**src/rtl/oc8051_int_sched_pkg.sv**
```systemverilog
// Shared types and constants for the 8051 interrupt scheduler.
package oc8051_int_sched_pkg;

  typedef enum logic [1:0] {
    OC8051_IS_IDLE = 2'd0,
    OC8051_IS_REQ  = 2'd1,
    OC8051_IS_WACK = 2'd2
  } is_state_e;

  localparam logic [2:0] OC8051_SRC_EXT0   = 3'd0;
  localparam logic [2:0] OC8051_SRC_TIMER0 = 3'd1;
  localparam logic [2:0] OC8051_SRC_EXT1   = 3'd2;
  localparam logic [2:0] OC8051_SRC_TIMER1 = 3'd3;
  localparam logic [2:0] OC8051_SRC_SERIAL = 3'd4;

  localparam logic [7:0] OC8051_VEC_BASE = 8'h03;
  localparam logic [7:0] OC8051_VEC_STEP = 8'h08;

  typedef struct packed {
    logic [2:0] idx;
    logic       lvl;
  } int_win_t;

  function automatic logic [7:0] int_vec(input logic [2:0] idx,
                                         input logic [7:0] base,
                                         input logic [7:0] step);
    return base + step * {5'd0, idx};
  endfunction

  function automatic logic [4:0] src_onehot(input logic [2:0] idx);
    return 5'b00001 << idx;
  endfunction

  // Fixed order: index 0 has the highest precedence within a level.
  function automatic logic [2:0] lowest_idx(input logic [4:0] v);
    logic [2:0] r;
    r = 3'd0;
    for (int i = 4; i >= 0; i--) begin
      if (v[i]) r = 3'(i);
    end
    return r;
  endfunction

endpackage

```
**src/rtl/oc8051_int_sched_if.sv**
```systemverilog
// Core-side bus of the interrupt scheduler: source flags, SFRs, decoder strobes and LCALL injection.
interface oc8051_int_sched_if;
  logic [4:0] src_req;
  logic [7:0] ie;
  logic [4:0] ip;
  logic       rd;
  logic       reti;
  logic       ack;
  logic       intr;
  logic [7:0] int_v;
  logic [4:0] src_clr;
  logic [1:0] in_srv;
  logic       ack_err;

  modport master (
    output src_req, ie, ip, rd, reti, ack,
    input  intr, int_v, src_clr, in_srv, ack_err
  );

  modport slave (
    input  src_req, ie, ip, rd, reti, ack,
    output intr, int_v, src_clr, in_srv, ack_err
  );
endinterface

```
**src/rtl/oc8051_int_sched_prio_enc.sv**
```systemverilog
// Priority encoder: picks the winning qualified source and whether it may preempt.
// Latency: combinational. Backpressure: none, valid is gated by the in-service state.
// Level: 1 = high priority; a high winner needs no high ISR active, a low one needs no ISR at all.
module oc8051_int_prio_enc
  import oc8051_int_sched_pkg::*;
(
  input  logic [4:0] cand,
  input  logic [4:0] ip,
  input  logic [1:0] in_srv,
  output logic       valid,
  output logic [2:0] index,
  output logic       level
);

  logic [4:0] hi_cand;
  logic [4:0] lo_cand;

  assign hi_cand = cand & ip;
  assign lo_cand = cand & ~ip;

  always_comb begin
    valid = 1'b0;
    index = 3'd0;
    level = 1'b0;
    if (|hi_cand) begin
      index = lowest_idx(hi_cand);
      level = 1'b1;
      valid = ~in_srv[1];
    end else if (|lo_cand) begin
      index = lowest_idx(lo_cand);
      level = 1'b0;
      valid = (in_srv == 2'b00);
    end
  end

endmodule

```
**src/rtl/oc8051_int_sched.sv**
```systemverilog
// Interrupt scheduler: vectors the winning source at an instruction boundary, tracks in-service levels.
// Latency: rd sampled -> intr one cycle later; ack -> src_clr one cycle later.
// Backpressure: waits up to ACK_TIMEOUT cycles for ack, then aborts with ack_err.
module oc8051_int_sched
  import oc8051_int_sched_pkg::*;
#(
  parameter int unsigned ACK_TIMEOUT = 15,
  parameter logic [7:0]  VEC_BASE    = OC8051_VEC_BASE,
  parameter logic [7:0]  VEC_STEP    = OC8051_VEC_STEP
) (
  input logic               clk,
  input logic               rst,
  oc8051_int_sched_if.slave bus
);

  localparam logic [3:0] TMO_LOAD = 4'(ACK_TIMEOUT);

  is_state_e  state_q;
  int_win_t   win_q;
  logic [3:0] tmo_q;
  logic       intr_q;
  logic [7:0] int_v_q;
  logic [4:0] src_clr_q;
  logic [1:0] in_srv_q;
  logic [1:0] in_srv_nxt;
  logic       ack_err_q;

  logic [4:0] cand;
  logic       win_vld;
  logic [2:0] win_idx;
  logic       win_lvl;

  assign cand = bus.src_req & bus.ie[4:0] & {5{bus.ie[7]}};

  oc8051_int_prio_enc u_prio_enc (
    .cand   (cand),
    .ip     (bus.ip),
    .in_srv (in_srv_q),
    .valid  (win_vld),
    .index  (win_idx),
    .level  (win_lvl)
  );

  // RETI retires the innermost level before an ack in the same cycle sets its level.
  always_comb begin
    in_srv_nxt = in_srv_q;
    if (bus.reti) begin
      if (in_srv_nxt[1]) in_srv_nxt[1] = 1'b0;
      else               in_srv_nxt[0] = 1'b0;
    end
    if (state_q == OC8051_IS_WACK && bus.ack) begin
      if (win_q.lvl) in_srv_nxt[1] = 1'b1;
      else           in_srv_nxt[0] = 1'b1;
    end
  end

  always_ff @(posedge clk) begin
    if (rst) begin
      state_q   <= OC8051_IS_IDLE;
      win_q     <= '0;
      tmo_q     <= 4'd0;
      intr_q    <= 1'b0;
      int_v_q   <= 8'h00;
      src_clr_q <= 5'd0;
      in_srv_q  <= 2'b00;
      ack_err_q <= 1'b0;
    end else begin
      intr_q    <= 1'b0;
      src_clr_q <= 5'd0;
      ack_err_q <= 1'b0;
      in_srv_q  <= in_srv_nxt;
      case (state_q)
        OC8051_IS_IDLE: begin
          // Hold off during the clear pulse so a flag still high this cycle is not re-taken.
          if (win_vld && bus.rd && src_clr_q == 5'd0) begin
            state_q   <= OC8051_IS_REQ;
            intr_q    <= 1'b1;
            int_v_q   <= int_vec(win_idx, VEC_BASE, VEC_STEP);
            win_q.idx <= win_idx;
            win_q.lvl <= win_lvl;
          end
        end
        OC8051_IS_REQ: begin
          tmo_q   <= TMO_LOAD;
          state_q <= OC8051_IS_WACK;
        end
        OC8051_IS_WACK: begin
          if (bus.ack) begin
            src_clr_q <= src_onehot(win_q.idx);
            state_q   <= OC8051_IS_IDLE;
          end else if (tmo_q <= 4'd1) begin
            tmo_q     <= 4'd0;
            ack_err_q <= 1'b1;
            state_q   <= OC8051_IS_IDLE;
          end else begin
            tmo_q <= tmo_q - 4'd1;
          end
        end
        default: state_q <= OC8051_IS_IDLE;
      endcase
    end
  end

  assign bus.intr    = intr_q;
  assign bus.int_v   = int_v_q;
  assign bus.src_clr = src_clr_q;
  assign bus.in_srv  = in_srv_q;
  assign bus.ack_err = ack_err_q;

endmodule
```
**src/flat_wrapper.sv**
```systemverilog
// flat-port wrapper written by rule: the top's interface ports become plain ports
module oc8051_int_sched_flat import oc8051_int_sched_pkg::*;
#(
  parameter int unsigned ACK_TIMEOUT = 15,
  parameter logic [7:0]  VEC_BASE    = OC8051_VEC_BASE,
  parameter logic [7:0]  VEC_STEP    = OC8051_VEC_STEP
)
  (clk, rst, bus_src_req, bus_ie, bus_ip, bus_rd, bus_reti, bus_ack, bus_intr, bus_int_v, bus_src_clr, bus_in_srv, bus_ack_err);
  oc8051_int_sched_if bus_i ();
  input logic clk;
  input logic rst;
  input wire logic [$bits(bus_i.src_req)-1:0] bus_src_req;
  input wire logic [$bits(bus_i.ie)-1:0] bus_ie;
  input wire logic [$bits(bus_i.ip)-1:0] bus_ip;
  input wire logic [$bits(bus_i.rd)-1:0] bus_rd;
  input wire logic [$bits(bus_i.reti)-1:0] bus_reti;
  input wire logic [$bits(bus_i.ack)-1:0] bus_ack;
  output wire logic [$bits(bus_i.intr)-1:0] bus_intr;
  output wire logic [$bits(bus_i.int_v)-1:0] bus_int_v;
  output wire logic [$bits(bus_i.src_clr)-1:0] bus_src_clr;
  output wire logic [$bits(bus_i.in_srv)-1:0] bus_in_srv;
  output wire logic [$bits(bus_i.ack_err)-1:0] bus_ack_err;
  assign bus_i.src_req = bus_src_req;
  assign bus_i.ie = bus_ie;
  assign bus_i.ip = bus_ip;
  assign bus_i.rd = bus_rd;
  assign bus_i.reti = bus_reti;
  assign bus_i.ack = bus_ack;
  assign bus_intr = bus_i.intr;
  assign bus_int_v = bus_i.int_v;
  assign bus_src_clr = bus_i.src_clr;
  assign bus_in_srv = bus_i.in_srv;
  assign bus_ack_err = bus_i.ack_err;
  oc8051_int_sched #(.ACK_TIMEOUT(ACK_TIMEOUT), .VEC_BASE(VEC_BASE), .VEC_STEP(VEC_STEP)) u_core (.clk(clk), .rst(rst), .bus(bus_i));
endmodule
```
**config.mk**
```make
export PLATFORM = sky130hd
export DESIGN_NAME = oc8051_int_sched_flat
export DESIGN_NICKNAME = d
export VERILOG_FILES = /design/src/rtl/oc8051_int_sched_pkg.sv /design/src/rtl/oc8051_int_sched_if.sv /design/src/rtl/oc8051_int_sched_prio_enc.sv /design/src/rtl/oc8051_int_sched.sv /design/src/flat_wrapper.sv
export SDC_FILE = /design/constraint.sdc
export NUM_CORES = 1
export LEC_CHECK = 0
export CAP_MARGIN = 20
export CORE_UTILIZATION = 44
export CTS_CLUSTER_DIAMETER = 50
export DETAILED_ROUTE_END_ITERATION = 8
export PLACE_DENSITY = 0.8
export SLEW_MARGIN = 25
export SYNTH_ARGS = -nofsm -noshare
export SYNTH_HDL_FRONTEND = slang
export SYNTH_HIERARCHICAL = 1
export SYNTH_SLANG_ARGS = --single-unit
```
**constraint.sdc**
```tcl
create_clock -name clk -period 2.35 [get_ports clk]
set_clock_uncertainty 0.2 [all_clocks]
set_input_delay 0.3525 -clock clk [delete_from_list [all_inputs] [get_ports clk]]
set_output_delay 0.3525 -clock clk [all_outputs]
set_load 0.1 [all_outputs]
```
### Word-level counts from Yosys, hierarchy flattened

Cells that the tools add are included.

* eq/ne operators: 5
* add/sub/neg operators: 2
* reduce and logical (&&, ||, !) cells: 15
* magnitude comparators: 1
* bitwise logic cells: 9
* muxes and demuxes: 29
* shifts and indexed selects: 1

Operator list (number)
* $mux 3: 12
* $and 5x5->5: 4
* $mux 2: 5
* $reduce_or 5->1: 2
* $mux 1: 8
* $mux 4: 2
* $pmux 4 s2: 1
* $add 2x6->7 const A: 1
* $pmux 2 s3: 1
* $reduce_and 2->1: 3
* $reduce_or 3->1: 2
* $logic_not 5->1: 1
* $not 5->5: 1
* $shl 1x3->5 const A: 1
* $le 4x1->1 const B: 1
* $logic_not 2->1: 2
* $not 1->1: 4
* $sub 4x1->4 const B: 1
* $logic_and 1x1->1: 3
* $ne 3x3->1 const B: 1
* $eq 2x1->1 const B: 1
* $eq 2x2->1 const B: 1
* $ne 2x1->1 const B: 1
* $ne 2x2->1 const B: 1
* 2 further kinds: 2

* output and inout bits: 17
* flip-flop bits (word level): 27
* word-level logic and storage cells: 71
* input port bits: 23

### Longest topological paths before layout

* depth after elaboration: 11
* mapped depth: 8
* mapped depth without buffers: 7

### By module

The synthesis kept the hierarchy.

By module, submodules not included
* oc8051_int_sched: area an instance 950.9 um^2, instances 1, cells an instance 98
* oc8051_int_prio_enc: area an instance 173.9 um^2, instances 1, cells an instance 23

### Worst setup path before layout

Ideal clock, no wire load.

* path kind: input port to flip-flop
* start point: input port bus_src_req[1]
* end point: register u_core.int_v_q[1], in the netlist u_core/bus.int_v[1]
* path buffers: 1
* arrival: 1.824 ns
* cell stages on the path: 8
* data required time: 2.034 ns
* setup time: 0.116 ns
* slack: 0.210 ns
* cell sequence: and3_1 nor2b_2 a2111oi_2 a21o_1 a31oi_1 and4b_1 buf_2 o21ba_1

* word-level cells in the longest chain between the ends: 9
* elaborated cells between the ends (all ways): 11
* classes of those cells: mux: 2; bitwise: 4; reduce/logical: 5

Ends and longest elaborated chain
* start: declaration: RTL line flat_wrapper.sv:12 `input wire logic [$bits(bus_i.src_req)-1:0] bus_src_req;`
* $and 5x5->5 (*) (2 in a row): RTL line oc8051_int_sched.sv:33 `assign cand = bus.src_req & bus.ie[4:0] & {5{bus.ie[7]}};`
* $and 5x5->5: RTL line oc8051_int_sched_prio_enc.sv:19 `assign lo_cand = cand & ~ip;`
* $reduce_or 5->1: RTL line oc8051_int_sched_prio_enc.sv:29 `end else if (|lo_cand) begin`
* $mux 1: RTL line oc8051_int_sched_prio_enc.sv:29
* $mux 1 (*): RTL line oc8051_int_sched_prio_enc.sv:25 `if (|hi_cand) begin`
* via u_core.win_vld: RTL line oc8051_int_sched.sv:29 `logic win_vld;`
* $logic_and 1x1->1 (*) (2 in a row): RTL line oc8051_int_sched.sv:75 `if (win_vld && bus.rd && src_clr_q == 5'd0) begin`
* $reduce_and 2->1 (no source line) (*)
* end signal: assignment: RTL line oc8051_int_sched.sv:78 `int_v_q <= int_vec(win_idx, VEC_BASE, VEC_STEP);`
* end: declaration: RTL line oc8051_int_sched.sv:22 `logic [7:0] int_v_q;`

The timed path passes the listed nets; every way through them passes the cells marked *.
A chain may end at the register's enable or synchronous reset.

### Worst setup path in the final report

* start point: input port bus_src_req[1]
* end point: register u_core/win_q[1] in the netlist's numbering

* elaborated cells between the ends (all ways): 17
* classes of those cells: mux: 8; bitwise: 4; reduce/logical: 5

RTL lines
* $and 5x5->5 (*) (2 in a row): RTL line oc8051_int_sched.sv:33
* via u_core.cand[1]: RTL line oc8051_int_sched.sv:28 `logic [4:0] cand;`
* $and 5x5->5: RTL line oc8051_int_sched_prio_enc.sv:19
* $mux 3 (2 in a row): RTL line oc8051_int_sched_pkg.sv:39 `if (v[i]) r = 3'(i);`
* $mux 3: RTL line oc8051_int_sched_prio_enc.sv:29
* $mux 3 (*): RTL line oc8051_int_sched_prio_enc.sv:25
* via u_core.win_idx[0]: RTL line oc8051_int_sched.sv:30 `logic [2:0] win_idx;`
* end: declaration: RTL line oc8051_int_sched.sv:19 `int_win_t win_q;`

Marked as above.

==> results.py <==
metrics = {
    "status": {
        "outcome": "completed",
    },
    "run": {
        "maxCapViolCount": 0,
    },
    "clock_tree": {
        "cts_setup_buffers": 0,
        "cts_buffers": 3,
        "clk_pin_slew_ns": 0.11,
        "cts_tree": "done",
        "clk_path_buf_depth": 2,
        "htreeDepth": 1,
        "cts_root_buf": "clkbuf_4",
        "clock_latency_ns": 0.30,
        "numClockSinks": 20,
        "hold_buffers": 0,
    },
    "cells_and_area": {
        "n_antenna_cell": 0,
        "final_nets": 190,
        "syn_to_final_growth_pct": 41.27,
        "register_area_um2": 400.4,
        "final_area_mm2": 0.001589,
        "drive_gt1_frac": 0.2683,
        "multi_input_area_um2": 673.1,
        "n_fill_cell": 184,
    },
    "global_route": {
        "gr-total-overflow": 0,
        "antenna_found_initial": 0,
        "use_met2": 0.3903,
        "grtUsageMet3": 0.04058,
        "grt_pass1_wl_um": 4064,
        "grtUsageTotal": 0.2015,
        "grt_max_degree": 21,
        "grt_pass1_vias": 997,
        "top_usage_layer": "met2",
        "use_met1": 0.2074,
    },
    "drt": {
        "wl_per_cell_um": 13.35,
        "via_per_inst": 5.427,
        "drt_wl_total_um": 2563,
        "dr.pass1.iters": 4,
        "dr.first_iter.drc_count": 14,
        "via_count": 1042,
        "drc": 0,
        "ant_nets": 0,
    },
    "sta": {
        "setup_viol": 0,
        "final_hold_viol_count": 0,
        "whs_ns": 0.3034,
        "maxSlewViolCount": 0,
        "fmax_ghz": 0.4556,
        "rsz0062_at_grt": "false",
        "period_share": 0.9340,
        "period_minus_slack_ns": 2.195,
    },
    "logic_synthesis": {
        "synth_ff_type": "dfxtp_1",
        "synth_seq_cells": 20,
        "synthCells": 121,
        "yosysSeqAreaShare": 0.3560,
        "ys_warn_count": 6,
        "synth_top_area_frac": 0.3560,
        "synth_area_leaders": "dfxtp_1 (36%), nand2b_1 (6.7%), buf_4 (4.7%)",
        "ys_types": 45,
        "synth_most_common_cell": "dfxtp_1",
        "syn_area_per_cell_um2": 9.296,
        "synth_edf_count": 0,
        "synth_top_cells_by_count": "dfxtp_1 (20), nand2b_1 (12), buf_4 (7)",
        "synth_area_mm2": 0.001125,
        "async_flop_share": 0,
        "synth_top_area_cell": "dfxtp_1",
    },
    "critical_path": {
        "crit_arrival_ns": 2.23,
        "ff2ff_path_depth": 5,
        "cp_max_fo": 2,
        "r2r-start": "u_core/tmo_q[0]",
        "startpoint_type": "input pin",
        "worstPathRequired_ns": 2.38,
        "end_kind": "flip-flop",
        "r2r-end": "u_core/tmo_q[1]",
        "crit_type": "in -> reg",
        "rrSetupSlack_ns": 0.66,
    },
    "placed_design": {
        "io_buffer_count": 34,
        "place.gp.congestion": 0.8272,
        "dp_hpwl_um": 2049,
        "post_dp_cell_area_mm2": 0.001505,
    },
    "die": {
        "rows": 17,
        "dieWidth_um": 52.56,
        "io_pins": 40,
        "die_h_um": 52.56,
        "design.die.area_mm2": 0.002763,
        "start_util": 0.4852,
        "core_area_mm2": 0.002318,
    },
    "pwr": {
        "worst_ir_drop_vdd_mv": 0.4109,
        "leakagePower_nw": 0.6714,
        "powerDensity_mw_per_mm2": 556.5,
    },
    "worst_hold_path": {
        "min_to": "u_core/bus.in_srv[0]",
        "hold_depth": 1,
        "hp-start": "u_core/win_q[0]",
        "hp-class": "reg -> reg",
    },
}
-- final cells by class --
class                           count  share of cell area
Clock buffer                        3             0.01417
Clock inverter                      1             0.01890
Inverter                            6             0.01417
Multi-Input combinational cell     87              0.4236
Sequential cell                    20              0.2520
Tap cell                           28             0.02205
Timing Repair Buffer               47              0.2551
-- per-layer routing --
layer,share of wire,routed length (µm),up-vias
li1,-,-,519
met1,0.42,1077,493
met2,0.54,1377,28
met3,0.036,91,2
met4,0.0066,17,0
met5,0,0,-
-- power by group --
group / internal, mW / switching [mW] / total [mW]
combinational: 0.100 / 0.142 / 0.242
clock: 0.172 / 0.101 / 0.273
sequential: 0.353 / 0.0156 / 0.369
total: 0.626 / 0.259 / 0.884
-- cell usage in the layout (no fill, tap or decap), types with 2 or more instances in the layout --
| master | n |
|---|---|
| o21bai_1 | 2 |
| nand2b_1 | 12 |
| clkbuf_4 | 3 |
| conb_1 | 3 |
| nor2b_1 | 2 |
| nor2_1 | 2 |
| a21o_1 | 2 |
| nor2b_4 | 2 |
| a21oi_1 | 4 |
| nor3b_1 | 4 |
| nor3_1 | 3 |
| inv_1 | 5 |
| mux2i_1 | 5 |
| o21ai_0 | 5 |
| buf_4 | 27 |
| clkdlybuf4s50_1 | 19 |
| ha_1 | 2 |
| dfxtp_1 | 20 |
| nand2_1 | 4 |
| and3_1 | 5 |
| nand3b_1 | 2 |
| o21ai_1 | 2 |
| a211oi_1 | 3 |
-- logic make-up after synthesis --
kind of cell | after synthesis | synth area share
buf+inv | 16 | 0.07786
other cells | 1 | 0.003334
fa+ha+maj | 2 | 0.02224
flops | 20 | 0.3559
simple gates | 48 | 0.2903
compound gates | 29 | 0.2058
mux | 5 | 0.04450
-- through the flow --
step                setup slack, ns  utilization  TNS [ns]  power [mW]  cells
floorplan                    0.2097            -         0      0.5384    123
global placement            -0.2503       0.6492    -1.633      0.6065    188
detailed placement          -0.3441       0.6492    -2.110      0.6122    188
CTS                         0.03162       0.6724         0      0.8844    192
global route                0.07065       0.6854         0      0.9202    192
finish                       0.1551       0.6854         0      0.8843    192
-- timing repair --
item                       CTS  global route
cloned                       0             0
resized for setup            1             6
setup endpoints to repair    4             7
-- state kept, by name, indices dropped and copies added, names as in the netlist --
register / cells
u_core/bus.src_clr: 5
u_core/tmo_q: 4
u_core/win_q: 3
u_core/bus.in_srv: 2
u_core/bus.int_v: 2
u_core/state_q: 2
u_core/bus.ack_err: 1
u_core/bus.intr: 1
-- worst max-delay path: stages --
cell and delay [ns]:
clkdlybuf4s50_1 0.39, and3_1 0.19, buf_4 0.14, a22o_1 0.26, a221oi_4 0.21, buf_4 0.16, nand2_2 0.06, o31ai_1 0.23
nand2b_1 0.09, mux2i_1 0.15
-- worst max path at each step --
stage / from / to / slack (ns)
floorplan: bus_src_req[1] / u_core/bus.int_v[1] / 0.21
global placement: bus_ie[7] / u_core/bus.int_v[1] / -0.25
detailed placement: bus_ie[7] / u_core/win_q[1] / -0.34
CTS: bus_ie[7] / u_core/win_q[1] / 0.03
global route: bus_src_req[1] / u_core/win_q[1] / 0.07
finish: bus_src_req[1] / u_core/win_q[1] / 0.16
(Power assumes the default switching activity.)
